--- config.mk ---
export PLATFORM = sky130hd
export DESIGN_NAME = mmio_bus_ctrl
export DESIGN_NICKNAME = d
export VERILOG_FILES = /design/src/rtl/mmio_pkg.sv /design/src/rtl/mmio_addr_decode.sv /design/src/rtl/mmio_bus_ctrl.sv
export SDC_FILE = /design/constraint.sdc
export NUM_CORES = 1
export LEC_CHECK = 0
export BUFFER_PORTS_ARGS = -buffer_cell sky130_fd_sc_hd__buf_2
export CAP_MARGIN = 20
export CELL_PAD_IN_SITES_DETAIL_PLACEMENT = 1
export CELL_PAD_IN_SITES_GLOBAL_PLACEMENT = 1
export CORE_MARGIN = 4
export CORE_UTILIZATION = 32
export DETAILED_ROUTE_END_ITERATION = 8
export GPL_ROUTABILITY_DRIVEN = 0
export HOLD_SLACK_MARGIN = 0.1
export PLACE_DENSITY = 0.89
export RECOVER_POWER = 50
export SYNTH_ARGS = -nofsm -noshare
export SYNTH_HDL_FRONTEND = slang
export SYNTH_HIERARCHICAL = 1
export SYNTH_SLANG_ARGS = --single-unit
export TNS_END_PERCENT = 30
--- constraint.sdc ---
create_clock -name clk -period 2.6 [get_ports clk]
set_clock_uncertainty 0.15 [all_clocks]
set_input_delay 0.26 -clock clk [delete_from_list [all_inputs] [get_ports clk]]
set_output_delay 0.26 -clock clk [all_outputs]
set_load 0.005 [all_outputs]
--- src/rtl/mmio_pkg.sv ---
// Shared definitions for the MMIO bus controller.
//   state_e       : controller FSM states
//   DEF_*         : default geometry of the I/O window
//   SLOT_*        : named peripheral slot indices
package mmio_pkg;

  typedef enum logic [1:0] {
    IDLE  = 2'd0,
    ISSUE = 2'd1,
    WAIT  = 2'd2,
    RESP  = 2'd3
  } state_e;

  localparam int          DATA_W        = 32;
  localparam int          DEF_N_PERIPH  = 4;
  localparam logic [31:0] DEF_BASE_ADDR = 32'hFFFF_F000;
  localparam int          DEF_SLOT_BITS = 4;

  localparam int SLOT_LEDS     = 0;
  localparam int SLOT_SWITCHES = 1;
  localparam int SLOT_KEYS     = 2;
  localparam int SLOT_TIMER    = 3;

endpackage

--- src/rtl/mmio_addr_decode.sv ---
// Combinational address decoder for the MMIO window.
//   addr_i       : CPU byte address
//   hit_o        : address falls inside the N_PERIPH-slot window
//   idx_o        : slot index within the window
//   misaligned_o : address is not word aligned (addr[1:0] != 0)
module mmio_addr_decode
  import mmio_pkg::*;
#(
  parameter int          N_PERIPH  = DEF_N_PERIPH,
  parameter logic [31:0] BASE_ADDR = DEF_BASE_ADDR,
  parameter int          SLOT_BITS = DEF_SLOT_BITS
) (
  input  logic [31:0]                   addr_i,
  output logic                          hit_o,
  output logic [$clog2(N_PERIPH)-1:0]   idx_o,
  output logic                          misaligned_o
);

  localparam int IDX_W   = $clog2(N_PERIPH);
  localparam int TAG_LSB = SLOT_BITS + IDX_W;

  localparam logic [31-TAG_LSB:0] BASE_TAG = BASE_ADDR[31:TAG_LSB];

  assign hit_o        = (addr_i[31:TAG_LSB] == BASE_TAG);
  assign idx_o        = addr_i[TAG_LSB-1:SLOT_BITS];
  assign misaligned_o = |addr_i[1:0];

  // Offset bits inside a slot carry no meaning for the decode.
  logic unused_addr;
  assign unused_addr = ^addr_i;

endmodule

--- src/rtl/mmio_bus_ctrl.sv ---
// MMIO bus controller: accepts one CPU load/store at a time, strobes the
// decoded peripheral slot for one cycle and returns a single response pulse.
//   clk, reset_n            : clock, async active-low reset
//   cpu_req_valid/_ready    : request handshake (ready only in IDLE)
//   cpu_addr/write/wdata    : request payload
//   cpu_rsp_valid           : one-cycle response pulse
//   cpu_rdata, cpu_err      : response payload, held between responses
//   periph_cs/we/wdata      : one-cycle strobe to the selected slot
//   periph_rdata            : registered read data, slot i at [32i+31:32i]
// Optional: define MMIO_ALIGN_CHECK_EN to reject addresses with addr[1:0]!=0
// as unmapped.
module mmio_bus_ctrl
  import mmio_pkg::*;
#(
  parameter int          N_PERIPH     = DEF_N_PERIPH,
  parameter logic [31:0] BASE_ADDR    = DEF_BASE_ADDR,
  parameter int          SLOT_BITS    = DEF_SLOT_BITS,
  parameter int          READ_LATENCY = 1
) (
  input  logic                       clk,
  input  logic                       reset_n,
  input  logic                       cpu_req_valid,
  output logic                       cpu_req_ready,
  input  logic [31:0]                cpu_addr,
  input  logic                       cpu_write,
  input  logic [31:0]                cpu_wdata,
  output logic                       cpu_rsp_valid,
  output logic [31:0]                cpu_rdata,
  output logic                       cpu_err,
  output logic [N_PERIPH-1:0]        periph_cs,
  output logic                       periph_we,
  output logic [31:0]                periph_wdata,
  input  logic [N_PERIPH*DATA_W-1:0] periph_rdata
);

  localparam int IDX_W = $clog2(N_PERIPH);
  localparam int CNT_W = $clog2(READ_LATENCY + 1);

  state_e             state_q, state_d;
  logic [IDX_W-1:0]   idx_q, idx_d;
  logic               write_q, write_d;
  logic [31:0]        wdata_q, wdata_d;
  logic [CNT_W-1:0]   cnt_q, cnt_d;
  logic [31:0]        rdata_q, rdata_d;
  logic               err_q, err_d;

  logic               dec_hit, dec_mis, acc_ok, issue;
  logic [IDX_W-1:0]   dec_idx;
  logic [31:0]        slot_rdata [N_PERIPH];

  mmio_addr_decode #(
    .N_PERIPH (N_PERIPH),
    .BASE_ADDR(BASE_ADDR),
    .SLOT_BITS(SLOT_BITS)
  ) u_dec (
    .addr_i      (cpu_addr),
    .hit_o       (dec_hit),
    .idx_o       (dec_idx),
    .misaligned_o(dec_mis)
  );

`ifdef MMIO_ALIGN_CHECK_EN
  assign acc_ok = dec_hit & ~dec_mis;
`else
  assign acc_ok = dec_hit;
  logic unused_mis;
  assign unused_mis = dec_mis;
`endif

  // Per-slot view of the flat read bus; chip select is a one-hot of idx_q,
  // asserted only while in ISSUE so reset drops it immediately.
  for (genvar g = 0; g < N_PERIPH; g++) begin : g_slot
    assign slot_rdata[g] = periph_rdata[DATA_W*g +: DATA_W];
    assign periph_cs[g]  = issue && (idx_q == IDX_W'(g));
  end

  assign issue         = (state_q == ISSUE);
  assign cpu_req_ready = (state_q == IDLE);
  assign cpu_rsp_valid = (state_q == RESP);
  assign periph_we     = issue & write_q;
  assign periph_wdata  = issue ? wdata_q : '0;
  assign cpu_rdata     = rdata_q;
  assign cpu_err       = err_q;

  always_ff @(posedge clk or negedge reset_n) begin
    if (!reset_n) begin
      state_q <= IDLE;
      idx_q   <= '0;
      write_q <= 1'b0;
      wdata_q <= '0;
      cnt_q   <= '0;
      rdata_q <= '0;
      err_q   <= 1'b0;
    end else begin
      state_q <= state_d;
      idx_q   <= idx_d;
      write_q <= write_d;
      wdata_q <= wdata_d;
      cnt_q   <= cnt_d;
      rdata_q <= rdata_d;
      err_q   <= err_d;
    end
  end

  // rdata/err only change on the edge entering RESP, so they hold their
  // last value between responses.
  always_comb begin
    state_d = state_q;
    idx_d   = idx_q;
    write_d = write_q;
    wdata_d = wdata_q;
    cnt_d   = cnt_q;
    rdata_d = rdata_q;
    err_d   = err_q;
    unique case (state_q)
      IDLE: begin
        if (cpu_req_valid) begin
          idx_d   = dec_idx;
          write_d = cpu_write;
          wdata_d = cpu_wdata;
          if (acc_ok) begin
            state_d = ISSUE;
          end else begin
            state_d = RESP;
            err_d   = 1'b1;
            rdata_d = '0;
          end
        end
      end
      ISSUE: begin
        if (write_q) begin
          state_d = RESP;
          err_d   = 1'b0;
          rdata_d = '0;
        end else begin
          state_d = WAIT;
          cnt_d   = CNT_W'(READ_LATENCY);
        end
      end
      WAIT: begin
        cnt_d = cnt_q - CNT_W'(1);
        // Final wait cycle: peripheral data is valid now.
        if (cnt_q == CNT_W'(1)) begin
          state_d = RESP;
          rdata_d = slot_rdata[idx_q];
          err_d   = 1'b0;
        end
      end
      RESP: state_d = IDLE;
      default: state_d = IDLE;
    endcase
  end

endmodule

==> flow_summary.toml <==
[logic_synthesis]
synthCells = 336
synthesis.nets = 537
syn_area_per_cell_sq_um = 12.4
ys_warn_count = 6
synth_area_sq_um = 4180

[power_and_ir_drop]
combPwrFrac = 0.508
vdd_drop_max_uv = 573
p_int_mw = 4.16
leakagePower_nw = 3.31
pwr-share-clk = 0.195
power_density_nw_per_um2 = 1040
pwr-share-seq = 0.297
p_sw_mw = 2.36
switching_share = 0.362

[setup_path]
crit_type = "input pin to flop"
worstSetupStartpointType = "input pin"
path_max_fanout = 32
cp.required_ns = 2.66
arrival_ns = 2.52
setup.worst_path.end_class = "flop"

[floorplan]
initial_core_util = 0.328
dieWidth_um = 122
coreArea_sq_um = 12700
rows = 41
die_h_um = 122
dieArea_sq_um = 14900
pin_count = 268

[timing]
drv_slew = 0
worstMarginPinSlew_ns = 0.926
min_period_ns = 2.46
finalCritPeriodShare = 0.945
setup_viol = 0
fmax_mhz = 407
rsz0062_at_grt = "false"
finalHoldViolCount = 0
slew_headroom = 0.383

[cts]
cts_buffers = 9
cts_resized = 0
htree_levels = 3
cts_tree = "yes"
cts.reportedPaths.clkPinSlew_ns = 0.06
cts-root-buf = "clkbuf_16"
cts_buffer_depth = 2
cts.sinks = 71
clock_latency_ns = 0.33

[worst_hold_path]
min_path_type = "input pin to flop"

[job]
maxCapViolCount = 0

[route]
antenna_left = 0
drt_iter0_markers = 179
first_pass_iters = 4
route.detailed.drc = 0
vias = 3935
via_per_inst = 4.88
finalWirelength_mm = 15.8
wl_per_cell_um = 19.6

[grt]
grt_usage = 0.210
grt_first_pass_wirelength_mm = 24.2
antenna_found_initial = 0
grt_pass1_vias = 4501
grt_max_degree = 72
overflow = 0

[cells_and_area]
nets = 830
syn_to_final_growth_pct = 49.8
num_antenna_cells = 0
stdcell_area_sq_um = 6260
final_cell_count_no_fill = 806
fillerInstances = 1465
utilization = 0.492
drive_gt1_frac = 0.530

[placed_design]
dp.cells = 754
port_buffers = 263
hpwl_mm = 11.0
placed_cell_area_sq_um = 5620

[run_status]
outcome = "finished clean"
final cells by class:
cell class | count | area [sq um] | share of cell area
Clock buffer | 11 | 253 | 0.0404
Clock inverter | 5 | 56.3 | 0.00899
Inverter | 6 | 22.5 | 0.00360
Multi-Input combinational cell | 232 | 2190 | 0.349
Sequential cell | 71 | 1780 | 0.284
Tap cell | 172 | 215 | 0.0344
Timing Repair Buffer | 309 | 1750 | 0.279
path summary, 6_finish.rpt:
check | slack [ns] | cells after the start | from | end
max | 0.14 | 8 | cpu_addr[7] | cpu_rdata[9]
max in group asynchronous | 1.12 | 2 | reset_n | idx_q[1]
max reg2reg | 0.39 | 6 | state_q[0] | cpu_rdata[12]
min reg2reg | 0.36 | 1 | wdata_q[12] | wdata_q[12]
min | 0.21 | 4 | periph_rdata[74] | cpu_rdata[10]
min in group asynchronous | 0.49 | 2 | reset_n | wdata_q[10]
worst max-delay path: stages:
cell and delay [ns]:
buf_2 0.09, or4_1 0.52, or4_1 0.43, nor4_2 0.32
a21oi_1 0.10, and3_2 0.25, buf_12 0.19, mux2_4 0.32
power groups by stage:
| stage | clock (mW) | sequential, mW | combinational [mW] |
|---|---|---|---|
| 2_1_floorplan | 0 | 1.74 | 2.54 |
| 3_3_place_gp | 0 | 1.89 | 3.11 |
| 3_5_place_dp | 0 | 1.93 | 3.26 |
| 4_1_cts | 1.31 | 1.92 | 3.32 |
| 5_1_grt | 1.36 | 1.99 | 3.60 |
| 6_report | 1.27 | 1.94 | 3.31 |
cell usage in the layout, fill, tap and decap left out, types with 2 or more instances in the layout:
cell and n:
buf_2 235, dfrtp_1 70, mux2i_1 65, mux2_2 38, dlygate4sd3_1 36, and2_1 32, o22ai_1 32, mux2_4 29
clkbuf_1 27, clkbuf_16 9, buf_4 9, nand2_1 6, inv_1 5, ha_1 5, nor2_1 3, nand4_1 3
nand2b_1 2, a21oi_1 2, clkbuf_8 2, clkinv_2 2, buf_12 2, nand4b_1 2, or4_1 2
through the flow:
step / total power [mW] / hold WS [ns] / setup slack, ns / setup TNS [ns]
floorplan: 4.28 / -0.186 / 0.0275 / 0
global placement: 5.00 / 0.282 / -0.130 / -3.89
detailed placement: 5.19 / 0.307 / -0.209 / -6.27
CTS: 6.55 / 0.196 / 0.159 / 0
global route: 6.95 / 0.233 / 0.0883 / 0
finish: 6.52 / 0.210 / 0.142 / 0
repair_timing:
| item | 4_1_cts | 5_1_grt |
|---|---|---|
| hold buffers | 36 | 0 |
| buffers inserted | 0 | 0 |
| endpoints found under the hold margin | 106 | 0 |
registers in the layout, summed over array words and instances (netlist names):
| signal | cells |
|---|---|
| cnt_q | 1 |
| write_q | 1 |
| wdata_q | 32 |
| idx_q | 2 |
| cpu_rdata | 32 |
| state_q | 2 |
| cpu_err | 1 |
routing by layer:
metal / GRT usage / wire (um)
met1: 0.232 / 5980
met2: 0.380 / 8230
met3: 0.0618 / 1250
met4: 0.0798 / 317
met5: 0 / 0
Power figures use the tool's default switching activity.
